===== config.mk =====
export PLATFORM = sky130hd
export DESIGN_NAME = sc_level_progress
export DESIGN_NICKNAME = d
export VERILOG_FILES = /design/src/rtl/sc_level_progress.sv
export SDC_FILE = /design/constraint.sdc
export NUM_CORES = 1
export LEC_CHECK = 0
export ABC_AREA = 1
export CAP_MARGIN = 20
export CELL_PAD_IN_SITES_DETAIL_PLACEMENT = 2
export CELL_PAD_IN_SITES_GLOBAL_PLACEMENT = 2
export CORE_AREA = 2 2 55 57
export CTS_BUF_LIST = sky130_fd_sc_hd__clkbuf_8 sky130_fd_sc_hd__clkbuf_16
export DETAILED_ROUTE_END_ITERATION = 16
export DIE_AREA = 0 0 57 59
export PLACE_DENSITY_LB_ADDON = 0.05
export REMOVE_ABC_BUFFERS = 1
export SLEW_MARGIN = 20
export SYNTH_ARGS = -nofsm -noshare
export SYNTH_HDL_FRONTEND = slang
export SYNTH_SLANG_ARGS = --single-unit

===== constraint.sdc =====
create_clock -name SC_LEVEL_PROGRESS_CLOCK_50 -period 3.8 [get_ports SC_LEVEL_PROGRESS_CLOCK_50]
set_input_delay 0.95 -clock SC_LEVEL_PROGRESS_CLOCK_50 [delete_from_list [all_inputs] [get_ports SC_LEVEL_PROGRESS_CLOCK_50]]
set_output_delay 0.95 -clock SC_LEVEL_PROGRESS_CLOCK_50 [all_outputs]
set_load 0.02 [all_outputs]

===== src/rtl/sc_level_progress.sv =====
// Goal counter and level tracker feeding the level state machine.
// Counts goal falling edges per level, steps levels, flags the win after MAX_LEVEL.
module sc_level_progress #(
    parameter int LEVEL_DATAWIDTH    = 3,
    parameter int PROGRESS_DATAWIDTH = 5,
    parameter int GOALS_PER_LEVEL    = 5,
    parameter int MAX_LEVEL          = 3
) (
    input  logic                          SC_LEVEL_PROGRESS_CLOCK_50,
    input  logic                          SC_LEVEL_PROGRESS_RESET_InHigh,
    input  logic                          SC_LEVEL_PROGRESS_Start_InLow,
    input  logic                          SC_LEVEL_PROGRESS_Goal_InLow,
    input  logic                          SC_LEVEL_PROGRESS_LifeLost_InLow,
    input  logic                          SC_LEVEL_PROGRESS_GameOver_InLow,
    output logic [LEVEL_DATAWIDTH-1:0]    SC_LEVEL_PROGRESS_CurrentLevel_Out,
    output logic [PROGRESS_DATAWIDTH-1:0] SC_LEVEL_PROGRESS_LvlProgressCount_Out,
    output logic                          SC_LEVEL_PROGRESS_LevelUp_Out,
    output logic                          SC_LEVEL_PROGRESS_GameWon_Out
);

    typedef enum logic [1:0] {
        IDLE,
        PLAYING,
        LEVEL_UP,
        WON
    } state_t;

    localparam logic [LEVEL_DATAWIDTH-1:0]    LevelFirst = LEVEL_DATAWIDTH'(1);
    localparam logic [LEVEL_DATAWIDTH-1:0]    LevelLast  = LEVEL_DATAWIDTH'(MAX_LEVEL);
    localparam logic [PROGRESS_DATAWIDTH-1:0] GoalsFull  = PROGRESS_DATAWIDTH'(GOALS_PER_LEVEL);

    state_t                        state_q, state_d;
    logic [LEVEL_DATAWIDTH-1:0]    level_q, level_d;
    logic [PROGRESS_DATAWIDTH-1:0] count_q, count_d;
    logic                          levelUp_q, levelUp_d;
    logic                          gameWon_q, gameWon_d;
    logic                          goalPrev_q, deathPrev_q;

    logic                          goalEv, deathEv;
    logic [PROGRESS_DATAWIDTH-1:0] countInc;

    // Falling edges only, so a held-low Goal or LifeLost counts once.
    assign goalEv   = goalPrev_q & ~SC_LEVEL_PROGRESS_Goal_InLow;
    assign deathEv  = deathPrev_q & ~SC_LEVEL_PROGRESS_LifeLost_InLow;
    assign countInc = count_q + PROGRESS_DATAWIDTH'(1);

    always_comb begin
        state_d   = state_q;
        level_d   = level_q;
        count_d   = count_q;
        levelUp_d = 1'b0;
        gameWon_d = gameWon_q;
        unique case (state_q)
            IDLE: begin
                level_d   = '0;
                count_d   = '0;
                gameWon_d = 1'b0;
                if (!SC_LEVEL_PROGRESS_Start_InLow) begin
                    state_d = PLAYING;
                    level_d = LevelFirst;
                end
            end
            PLAYING: begin
                gameWon_d = 1'b0;
                if (!SC_LEVEL_PROGRESS_GameOver_InLow) begin
                    state_d = IDLE;
                    level_d = '0;
                    count_d = '0;
                end else if (deathEv) begin
                    count_d = '0;
                end else if (goalEv) begin
                    count_d = countInc;
                    if (countInc == GoalsFull) begin
                        state_d   = LEVEL_UP;
                        levelUp_d = 1'b1;
                    end
                end
            end
            LEVEL_UP: begin
                // The pulse was registered on entry, so an abort here still shows it.
                if (!SC_LEVEL_PROGRESS_GameOver_InLow) begin
                    state_d = IDLE;
                    level_d = '0;
                    count_d = '0;
                end else if (level_q == LevelLast) begin
                    state_d   = WON;
                    gameWon_d = 1'b1;
                end else begin
                    state_d = PLAYING;
                    level_d = level_q + LEVEL_DATAWIDTH'(1);
                    count_d = '0;
                end
            end
            WON: begin
                if (!SC_LEVEL_PROGRESS_GameOver_InLow) begin
                    state_d   = IDLE;
                    level_d   = '0;
                    count_d   = '0;
                    gameWon_d = 1'b0;
                end else if (!SC_LEVEL_PROGRESS_Start_InLow) begin
                    state_d   = PLAYING;
                    level_d   = LevelFirst;
                    count_d   = '0;
                    gameWon_d = 1'b0;
                end
            end
            default: begin
                state_d   = IDLE;
                level_d   = '0;
                count_d   = '0;
                gameWon_d = 1'b0;
            end
        endcase
    end

    always_ff @(posedge SC_LEVEL_PROGRESS_CLOCK_50 or posedge SC_LEVEL_PROGRESS_RESET_InHigh) begin
        if (SC_LEVEL_PROGRESS_RESET_InHigh) begin
            state_q     <= IDLE;
            level_q     <= '0;
            count_q     <= '0;
            levelUp_q   <= 1'b0;
            gameWon_q   <= 1'b0;
            goalPrev_q  <= 1'b1;
            deathPrev_q <= 1'b1;
        end else begin
            state_q     <= state_d;
            level_q     <= level_d;
            count_q     <= count_d;
            levelUp_q   <= levelUp_d;
            gameWon_q   <= gameWon_d;
            goalPrev_q  <= SC_LEVEL_PROGRESS_Goal_InLow;
            deathPrev_q <= SC_LEVEL_PROGRESS_LifeLost_InLow;
        end
    end

    assign SC_LEVEL_PROGRESS_CurrentLevel_Out     = level_q;
    assign SC_LEVEL_PROGRESS_LvlProgressCount_Out = count_q;
    assign SC_LEVEL_PROGRESS_LevelUp_Out          = levelUp_q;
    assign SC_LEVEL_PROGRESS_GameWon_Out          = gameWon_q;

endmodule


=== Yosys cells after proc, flatten, opt, wreduce, memory -nomap -nowiden ===
Index checks and enable logic that the tools add are counted.

* Register bits: 14
* Input port bits: 6
* Output and inout bits: 10
* Logic and storage cells: 67

* $add $sub $neg: 2
* Equality and inequality tests: 14
* Multiplexer cells: 34
* Bitwise gates (word level): 4
* Reduce and logical (&&, ||, !) cells: 6

{| class="wikitable"
|+ Operators with widths
! kind !! number
|-
| two-way mux 5 bit || 7
|-
| case mux 5 bit (4 select lines) || 1
|-
| two-way mux 2 bit || 8
|-
| two-way mux 3 bit || 5
|-
| inequality test 3 bit, second input constant || 5
|-
| case mux 3 bit (4 select lines) || 1
|-
| AND reduction 3 bit || 4
|-
| two-way mux 1 bit || 10
|-
| case mux 2 bit (4 select lines) || 1
|-
| inequality test 2 bit, second input constant || 3
|-
| adder 5 x 1 -> 5 bit, second input constant || 1
|-
| == test 5 x 3 -> 1 bit, second input constant || 1
|-
| == test 2 bit, second input constant || 2
|-
| inequality test 4 bit, second input constant || 1
|-
| adder 3 x 1 -> 3 bit, second input constant || 1
|-
| == test 3 x 2 -> 1 bit, second input constant || 1
|-
| case mux 1 bit (3 select lines) || 1
|-
| AND 1 bit || 2
|-
| == test 2 x 1 -> 1 bit, second input constant || 1
|-
| zero test 2 bit || 1
|-
| inverter 1 bit || 2
|-
| OR reduction 2 bit || 1
|}

=== Longest topological paths before layout ===
Gate-level depths: netlist of run 1.

* Word-level depth: 7
* Gate-level depth with buffers: 8
* Mapped depth without buffers: 8

=== Worst setup path after synthesis of run 1 ===
No wires, ideal clock.

* Kind: input -> register
* From: input port SC_LEVEL_PROGRESS_GameOver_InLow
* To: register count_q[2] (netlist: SC_LEVEL_PROGRESS_LvlProgressCount_Out[2])
* Library setup time: 0.123 ns
* Arrival time: 1.514 ns
* Data required time: 3.677 ns
* Slack: 2.163 ns
* Stages: 8
* Buffers on the path: 0
* Path through: nand2_2 > inv_1 > nand3_1 > nand2_4 > inv_4 > nand2_8 > nand2_2 > o21ai_2

* Longest elaborated chain between the ends: 2
* Elaborated cells between the ends (all ways): 8
* Classes of those cells: eq/ne (3); mux (4); reduce/logical (1)

{| class="wikitable"
|+ Ends and longest elaborated chain
! element !! RTL line !! text
|-
| start: declaration || 14 || <nowiki>input logic SC_LEVEL_PROGRESS_GameOver_InLow,</nowiki>
|-
| inequality test 4 bit (no line) (tied with other cells) || n/a ||
|-
| AND reduction 3 bit (no line) or case mux 5 bit (4 select lines) (tied branches) || n/a ||
|-
| end signal: assignment || 128 || <nowiki>count_q <= count_d;</nowiki>
|-
| end: declaration || 34 || <nowiki>logic [PROGRESS_DATAWIDTH-1:0] count_q, count_d;</nowiki>
|}

Several ways; a longest one is shown, not always the timed one.
A chain may end at the register's enable or synchronous reset.

=== Worst setup path in the final report of run 1 ===
* From: register count_q[2] (netlist: SC_LEVEL_PROGRESS_LvlProgressCount_Out[2])
* To: output port SC_LEVEL_PROGRESS_LvlProgressCount_Out[2]

{| class="wikitable"
|+ RTL lines
! element !! RTL line !! text
|-
| end: declaration || 16 || <nowiki>output logic [PROGRESS_DATAWIDTH-1:0] SC_LEVEL_PROGRESS_LvlProgressCount_Out,</nowiki>
|}

No word-level cell between the ends.

==> qor.yml, run 1 <==
status:
  run_status: "finished clean"
setup_path:
  worst_path_bufs_invs: 1
  timing.critical_path.arrival_ns: 1.39
  timing.rr.end: "state_q[0]"
  highest_delay_cell_along_the_critical_path: "clkdlybuf4s50_1"
  crit_chain: "clkdlybuf4s50_1"
  crit_required_ns: 2.85
  setup.worst_path.class: "reg -> out"
  timing.critical_path.fanout_max: 7
  worst_setup_path_end_kind: "output pin"
  regToRegStartpoint: "SC_LEVEL_PROGRESS_LvlProgressCount_Out[0]"
  reg2reg_depth: 7
  timing.critical_path.depth: 1
  path_delay_family: "buffers and inverters"
  reg2reg_slack_ns: 2.29
  crit_path_start_kind: "flop"
  crit_path_max_incr_delay_ns: 0.65
timing:
  worst-slew-pin-transition_ns: 0.5773
  finalSetupViolCount: 0
  rsz0062_at_grt: "no"
  hold_viol_final: 0
  timing.setup.tns_ns: 0
  finClkSkew_ns: 0.002067
  timing.final.crit_period_ns: 2.343
  slew_headroom_pct: 61.47
  post-route-period-util_pct: 61.65
  max_freq_ghz: 0.4269
  drv_slew: 0
power:
  combinationalPowerShare_pct: 32.1
  clkPwrFrac_pct: 29.7
  power_density_nw_per_um2: 474.5
  power.internal_mw: 0.3239
  power.sequential.fraction_pct: 38.2
  total_switching_power_mw: 0.1932
  cellLeakagePower_nw: 0.4990
  switching_power_share_of_the_total_pct: 37.36
  irDropWorstVdd_v: 0.0002565
  power.total_mw: 0.5171
place:
  dpl.hpwl_um: 1585
  place_area_um2: 1035
  gpl.final_weighted_congestion: 0.7503
  io_buffers: 15
drt:
  wirelength_um: 2052
  detailedRoute.firstIterationViolations: 14
  met1Wirelength_um: 951
  count_of_vias_placed_by_the_detailed_router: 697
  detailroute.wirelength.met3_um: 99
  route.detailed.drc: 0
  routed_via_density: 4.807
  firstDrtPassIters: 3
  wl_met2_um: 955
  topRoutingLayerUsed: "met4"
  routedWlPerCell_um: 14.15
  route.antenna.remaining_nets: 0
die:
  design.core.area_um2: 2710
  core.rowCount: 19
  total_i_o_pin_count: 16
  die_height_um: 59
  dieWidth_um: 57
  starting_density_of_the_core_pct: 31.21
  area_of_the_die_um2: 3363
cells_and_area:
  most_frequent_standard_cell_in_the_layout_excluding_fill_and_tap_cells: "nand2_1"
  fillers: 323
  fin_area_um2: 1090
  commonest_cells_after_routing_fill_and_taps_aside: "nand2_1, inv_1, clkdlybuf4s50_1"
  finalNetCount: 125
  antenna_cells: 0
  final_layout_size_suffix_gt1_share_pct: 24.56
  synthToLayoutAreaGrowth_pct: 28.85
yosys:
  yosys.cell_types.count: 25
  netlist.area_leader.share_pct: 35.50
  mux_share_of_post_synthesis_cell_area_pct: 0
  synth_top_family_by_area: "simple AND/OR/NAND/NOR gates"
  post_synth_xor_area_fraction_pct: 0
  mappedNetlistArea_um2: 845.8
  yosys_register_bits: 14
  yosysWarnings: 0
  synthDominantAreaCellType: "dfrtp_1"
  post_synth_inst_count: 95
  synth_compound_area_share_pct: 11.98
  synth_area_per_cell_um2: 8.903
  synth-adder-area-share_pct: 5.917
  seq_area_frac_synth_pct: 41.72
  synth.top_cells.by_area: "dfrtp_1, nand2_1, inv_1, dfstp_2, ha_1"
  yosys.area_share.simple_pct: 32.10
grt:
  globalRouteOverflowTotal: 0
  grt_pass1_vias: 723
  grt_start_max_net_pins: 15
  grt_usage_pct: 14.98
  grt_antenna_before_repair: 0
  grt_first_pass_wirelength_um: 3622
worst_hold_path:
  hold_class: "reg -> reg"
  timing.hold.worst_endpoint: "SC_LEVEL_PROGRESS_GameWon_Out"
  startpoint_of_the_tightest_hold_check_path: "SC_LEVEL_PROGRESS_GameWon_Out"
  hold-path-cell-count: 2
clock_network:
  htreeDepth: 1
  post_cts_buffers: 0
  tritoncts: "yes"
  clockRootBuffer: "clkbuf_8"
  cts.sink_count: 14
  clock_latency_ns: 0.26
  cts_repair_resize_count: 0
  clk_transition_reported_paths_ns: 0.06
  cts-root-to-sink-buffers: 2
  cts_buffers: 3
  cts-hold-fix-buffers: 0
flow_run:
  maxCapViolCount: 0
[routing by layer]
| metal | track usage [%] | vias up |
|---|---|---|
| met1 | 19.40 | 338 |
| met3 | 5.459 | 6 |
| li1 | - | 341 |
| met5 | 0 | - |
| met2 | 21.84 | 12 |
| met4 | 7.973 | 0 |
[synth_stat cells, drive strengths merged]
cell type,count
nand2,25
inv,17
dfrtp,12
o21ai,12
nand3,9
nor2,8
ha,4
dfstp,2
nand4,2
a21oi,1
a31oi,1
clkinv,1
nand3b,1
[sequential cells by signal, summed over array words and instances (netlist names)]
signal,cells
deathPrev_q,1
state_q,2
SC_LEVEL_PROGRESS_GameWon_Out,1
SC_LEVEL_PROGRESS_LvlProgressCount_Out,5
SC_LEVEL_PROGRESS_LevelUp_Out,1
goalPrev_q,1
SC_LEVEL_PROGRESS_CurrentLevel_Out,3
[final cells by class]
cell class	count	area [µm²]	share of cell area, %
clock buffer	4	55.05	5.052
inverter	18	70.07	6.429
multi-input combinational	63	422.9	38.81
sequential	14	352.8	32.38
tap	31	38.79	3.559
timing repair buffer	15	150.1	13.78
[power groups by stage]
stage / Combinational (mW) / Sequential, mW / Clock [mW]
2_1_floorplan: 0.105 / 0.205 / 0
3_3_place_gp: 0.166 / 0.198 / 0
3_5_place_dp: 0.169 / 0.199 / 0
4_1_cts: 0.170 / 0.197 / 0.159
5_1_grt: 0.186 / 0.201 / 0.165
6_report: 0.166 / 0.197 / 0.154
[worst max-delay path by stage]
| stage | to | start | slack, ns |
|---|---|---|---|
| after global routing | SC_LEVEL_PROGRESS_LvlProgressCount_Out[2] | SC_LEVEL_PROGRESS_LvlProgressCount_Out[2] | 1.41 |
| after floorplan | SC_LEVEL_PROGRESS_LvlProgressCount_Out[2] | SC_LEVEL_PROGRESS_GameOver_InLow | 2.16 |
| after global placement | SC_LEVEL_PROGRESS_LvlProgressCount_Out[1] | SC_LEVEL_PROGRESS_GameOver_InLow | 1.49 |
| final | SC_LEVEL_PROGRESS_LvlProgressCount_Out[2] | SC_LEVEL_PROGRESS_LvlProgressCount_Out[2] | 1.46 |
| after CTS | SC_LEVEL_PROGRESS_LvlProgressCount_Out[2] | SC_LEVEL_PROGRESS_LvlProgressCount_Out[2] | 1.44 |
| after detailed placement | SC_LEVEL_PROGRESS_LvlProgressCount_Out[1] | SC_LEVEL_PROGRESS_GameOver_InLow | 1.49 |
[cell families after synthesis]
kind of cell	Yosys count
buffers and inverters	18
AO/OA/AOI/OAI	14
AND/OR/NAND/NOR	45
adder cells (fa/ha/maj)	4
flip-flops	14
[per-stage QoR]
step / setup WS, ns / std cells / util [%] / hold WS, ns
global route: 1.408 / 145 / 40.21 / 0.5615
detailed placement: 1.488 / 141 / 38.18 / 0.4881
global placement: 1.488 / 141 / 38.18 / 0.4556
CTS: 1.444 / 145 / 40.21 / 0.5049
finish: 1.457 / 145 / 40.21 / 0.5012
floorplan: 2.163 / 95 / - / 0.5698
Note: power is estimated with default switching activity, not from simulation.
==> run 2: changes to the inputs <==
- CORE_AREA: 2 2 55 57 -> 2 2 59 61
- DIE_AREA: 0 0 57 59 -> 0 0 61 63
- clock period: 3.8 -> 2 ns (I/O delays scaled with it)
==> run 2 against run 1 <==
Sequential power is 91% higher. Via count is 1.1% lower. Largest power group unchanged. Critical path depth stayed put. Global-route usage is 2.3 points lower. Die area is 14% higher. Cell area is 1.7% higher. Worst setup slack worse by 1.3 ns. Non-clock buffer count stayed put. Largest cell class unchanged. Count of clock-buffer cells in the layout stayed put. Total power is 87% higher. Clock skew is 0.0019 ns higher.
==> qor.yml, run 2 (synthesized netlist as in run 1, its figures left out) <==
drt:
  detailroute.wirelength.met3_um: 65  # -34%
  route.detailed.drc: 0  # unchanged
  firstDrtPassIters: 2  # -1
  count_of_vias_placed_by_the_detailed_router: 689  # -1.1%
  routedWlPerCell_um: 12.23  # -14%
  route.antenna.remaining_nets: 0  # unchanged
  routed_via_density: 4.306  # -10%
  detailedRoute.firstIterationViolations: 9  # -5
  wl_met2_um: 939  # -1.7%
  met1Wirelength_um: 935  # -1.7%
  topRoutingLayerUsed: "met4"
  wirelength_um: 1956  # -4.7%
place:
  pre_cts_setup_slack_ns: 0.1138  # -1.374 ns
  io_buffers: 15  # unchanged
  gpl.final_weighted_congestion: 0.6947  # -7.4%
  dpl.hpwl_um: 1583  # -0.11%
setup_path:
  crit_path_max_incr_delay_ns: 0.65  # about the same
  crit_path_start_kind: "flop"
  timing.critical_path.arrival_ns: 1.37  # -0.02 ns
  worst_path_bufs_invs: 1  # unchanged
  crit_required_ns: 1.50  # -1.35 ns
  critPathLaunch: "SC_LEVEL_PROGRESS_LvlProgressCount_Out[2]"
  timing.critical_path.fanout_max: 7  # unchanged
  crit_chain: "clkdlybuf4s50_1"
  setup.worst_path.class: "reg -> out"
  highest_delay_cell_along_the_critical_path: "clkdlybuf4s50_1"
  regToRegStartpoint: "SC_LEVEL_PROGRESS_LvlProgressCount_Out[0]"
  path_delay_family: "buffers and inverters"
  worst_setup_path_end_kind: "output pin"
cells_and_area:
  final_core_utilization_pct: 34.30  # -5.9 points
  multi_input_logic_area_um2: 422.9  # unchanged
  largest_register_ff_count: 5  # unchanged
  fillers: 382  # +18%
  finalNetCount: 125  # unchanged
  synthToLayoutAreaGrowth_pct: 31.06
  regArea_um2: 352.8  # unchanged
  most_frequent_standard_cell_in_the_layout_excluding_fill_and_tap_cells: "nand2_1"
  commonest_cells_after_routing_fill_and_taps_aside: "nand2_1, inv_1, clkdlybuf4s50_1"
  antenna_cells: 0  # unchanged
  final_layout_size_suffix_gt1_share_pct: 24.56  # unchanged
power:
  total_switching_power_mw: 0.3530  # +83%
  power.internal_mw: 0.6144  # +90%
  irDropWorstVdd_v: 0.0003145  # +23%
  power_density_nw_per_um2: 872.7  # +84%
  power.sequential.fraction_pct: 38.9  # +0.7 points
  combinationalPowerShare_pct: 32.1  # about the same
  cellLeakagePower_nw: 0.4990  # unchanged
  switching_power_share_of_the_total_pct: 36.49  # -0.87 points
  clkPwrFrac_pct: 29.0  # -0.7 points
timing:
  setup_ws_ns: 0.1288  # -1.328 ns
  drv_slew: 0  # unchanged
  finalSetupViolCount: 0  # unchanged
  slew_headroom_pct: 62.88  # +1.4 points
  worst-slew-pin-transition_ns: 0.5562  # -0.02108 ns
  finClkSkew_ns: 0.003922  # +0.001855 ns
  hold-worst-slack_ns: 0.4886  # -0.01260 ns
  hold_viol_final: 0  # unchanged
  post-route-period-util_pct: 93.56
  timing.final.crit_period_ns: 1.871
  timing.setup.tns_ns: 0  # unchanged
  rsz0062_at_grt: "no"
  max_freq_ghz: 0.5344
flow_run:
  maxCapViolCount: 0  # unchanged
worst_hold_path:
  hold_class: "reg -> reg"
  startpoint_of_the_tightest_hold_check_path: "SC_LEVEL_PROGRESS_GameWon_Out"
grt:
  grt_pass1_vias: 769  # +6.4%
  grt_antenna_before_repair: 0  # unchanged
  grt_start_max_net_pins: 15  # unchanged
  globalRouteOverflowTotal: 0  # unchanged
  grt_usage_pct: 12.71  # -2.3 points
  grt_first_pass_wirelength_um: 3608  # -0.39%
clock_network:
  clk_transition_reported_paths_ns: 0.06  # about the same
  post_cts_buffers: 0  # unchanged
  cts-root-to-sink-buffers: 2  # unchanged
  htreeDepth: 1  # unchanged
  tritoncts: "yes"
  cts.sink_count: 14  # unchanged
  cts_repair_resize_count: 0  # unchanged
  clockRootBuffer: "clkbuf_8"
  cts-hold-fix-buffers: 0  # unchanged
  clock_latency_ns: 0.25  # about the same
  cts_buffers: 3  # unchanged
die:
  die_height_um: 63  # +6.8%
  design.core.area_um2: 3232  # +19%
  area_of_the_die_um2: 3843  # +14%
  total_i_o_pin_count: 16  # unchanged
  starting_density_of_the_core_pct: 26.17  # -5.0 points
  core.rowCount: 21  # +2
  dieWidth_um: 61  # +7.0%
status:
  run_status: "finished clean"
[run 2: metrics by stage]
stage / power [mW] / instances / cell area, µm²
final: 0.9675 / 160 / 1109
after global routing: 1.048 / 160 / 1109
after CTS: 0.9964 / 160 / 1109
after detailed placement: 0.7011 / 156 / 1054
after global placement: 0.6933 / 156 / 1054
after floorplan: 0.5895 / 95 / 845.8
[run 2: final cells by class]
cell class / count / share of cell area, %
inverter: 18 / 6.321
multi-input combinational: 63 / 38.15
clock buffer: 4 / 4.966
tap: 46 / 5.192
timing repair buffer: 15 / 13.54
sequential: 14 / 31.83
[run 2: power by group through the flow]
stage | Combinational [mW] | Clock (mW) | Sequential, mW
2_1_floorplan | 0.200 | 0 | 0.390
3_3_place_gp | 0.316 | 0 | 0.377
3_5_place_dp | 0.320 | 0 | 0.381
4_1_cts | 0.321 | 0.298 | 0.377
5_1_grt | 0.350 | 0.316 | 0.382
6_report | 0.311 | 0.280 | 0.376
[run 2: final timing paths]
path / slack [ns] / cells past startpoint / endpoint
worst max-delay path: 0.13 / 1 / SC_LEVEL_PROGRESS_LvlProgressCount_Out[2]
worst min-delay path: 0.49 / 2 / SC_LEVEL_PROGRESS_GameWon_Out
worst max register to register: 0.56 / 7 / state_q[0]
worst min register to register: 0.49 / 2 / SC_LEVEL_PROGRESS_GameWon_Out
max in group asynchronous: 1.03 / 2 / deathPrev_q
min in group asynchronous: 0.60 / 2 / SC_LEVEL_PROGRESS_CurrentLevel_Out[0]
[run 2: metal layers]
layer  GRT usage (%)  up-vias
met1           16.60      333
met3           4.348        2
li1                -      342
met2           19.35       12
met5               0        -
met4           4.076        0
[run 2: worst reg2reg max path, cell delays in order (launching register included)]
cell and delay [ns]:
dfrtp_1 0.45, ha_1 0.26, nand2_1 0.10, nand3_1 0.12, nor2_1 0.12, nand3_1 0.13
nand2_1 0.10, nand2_1 0.05
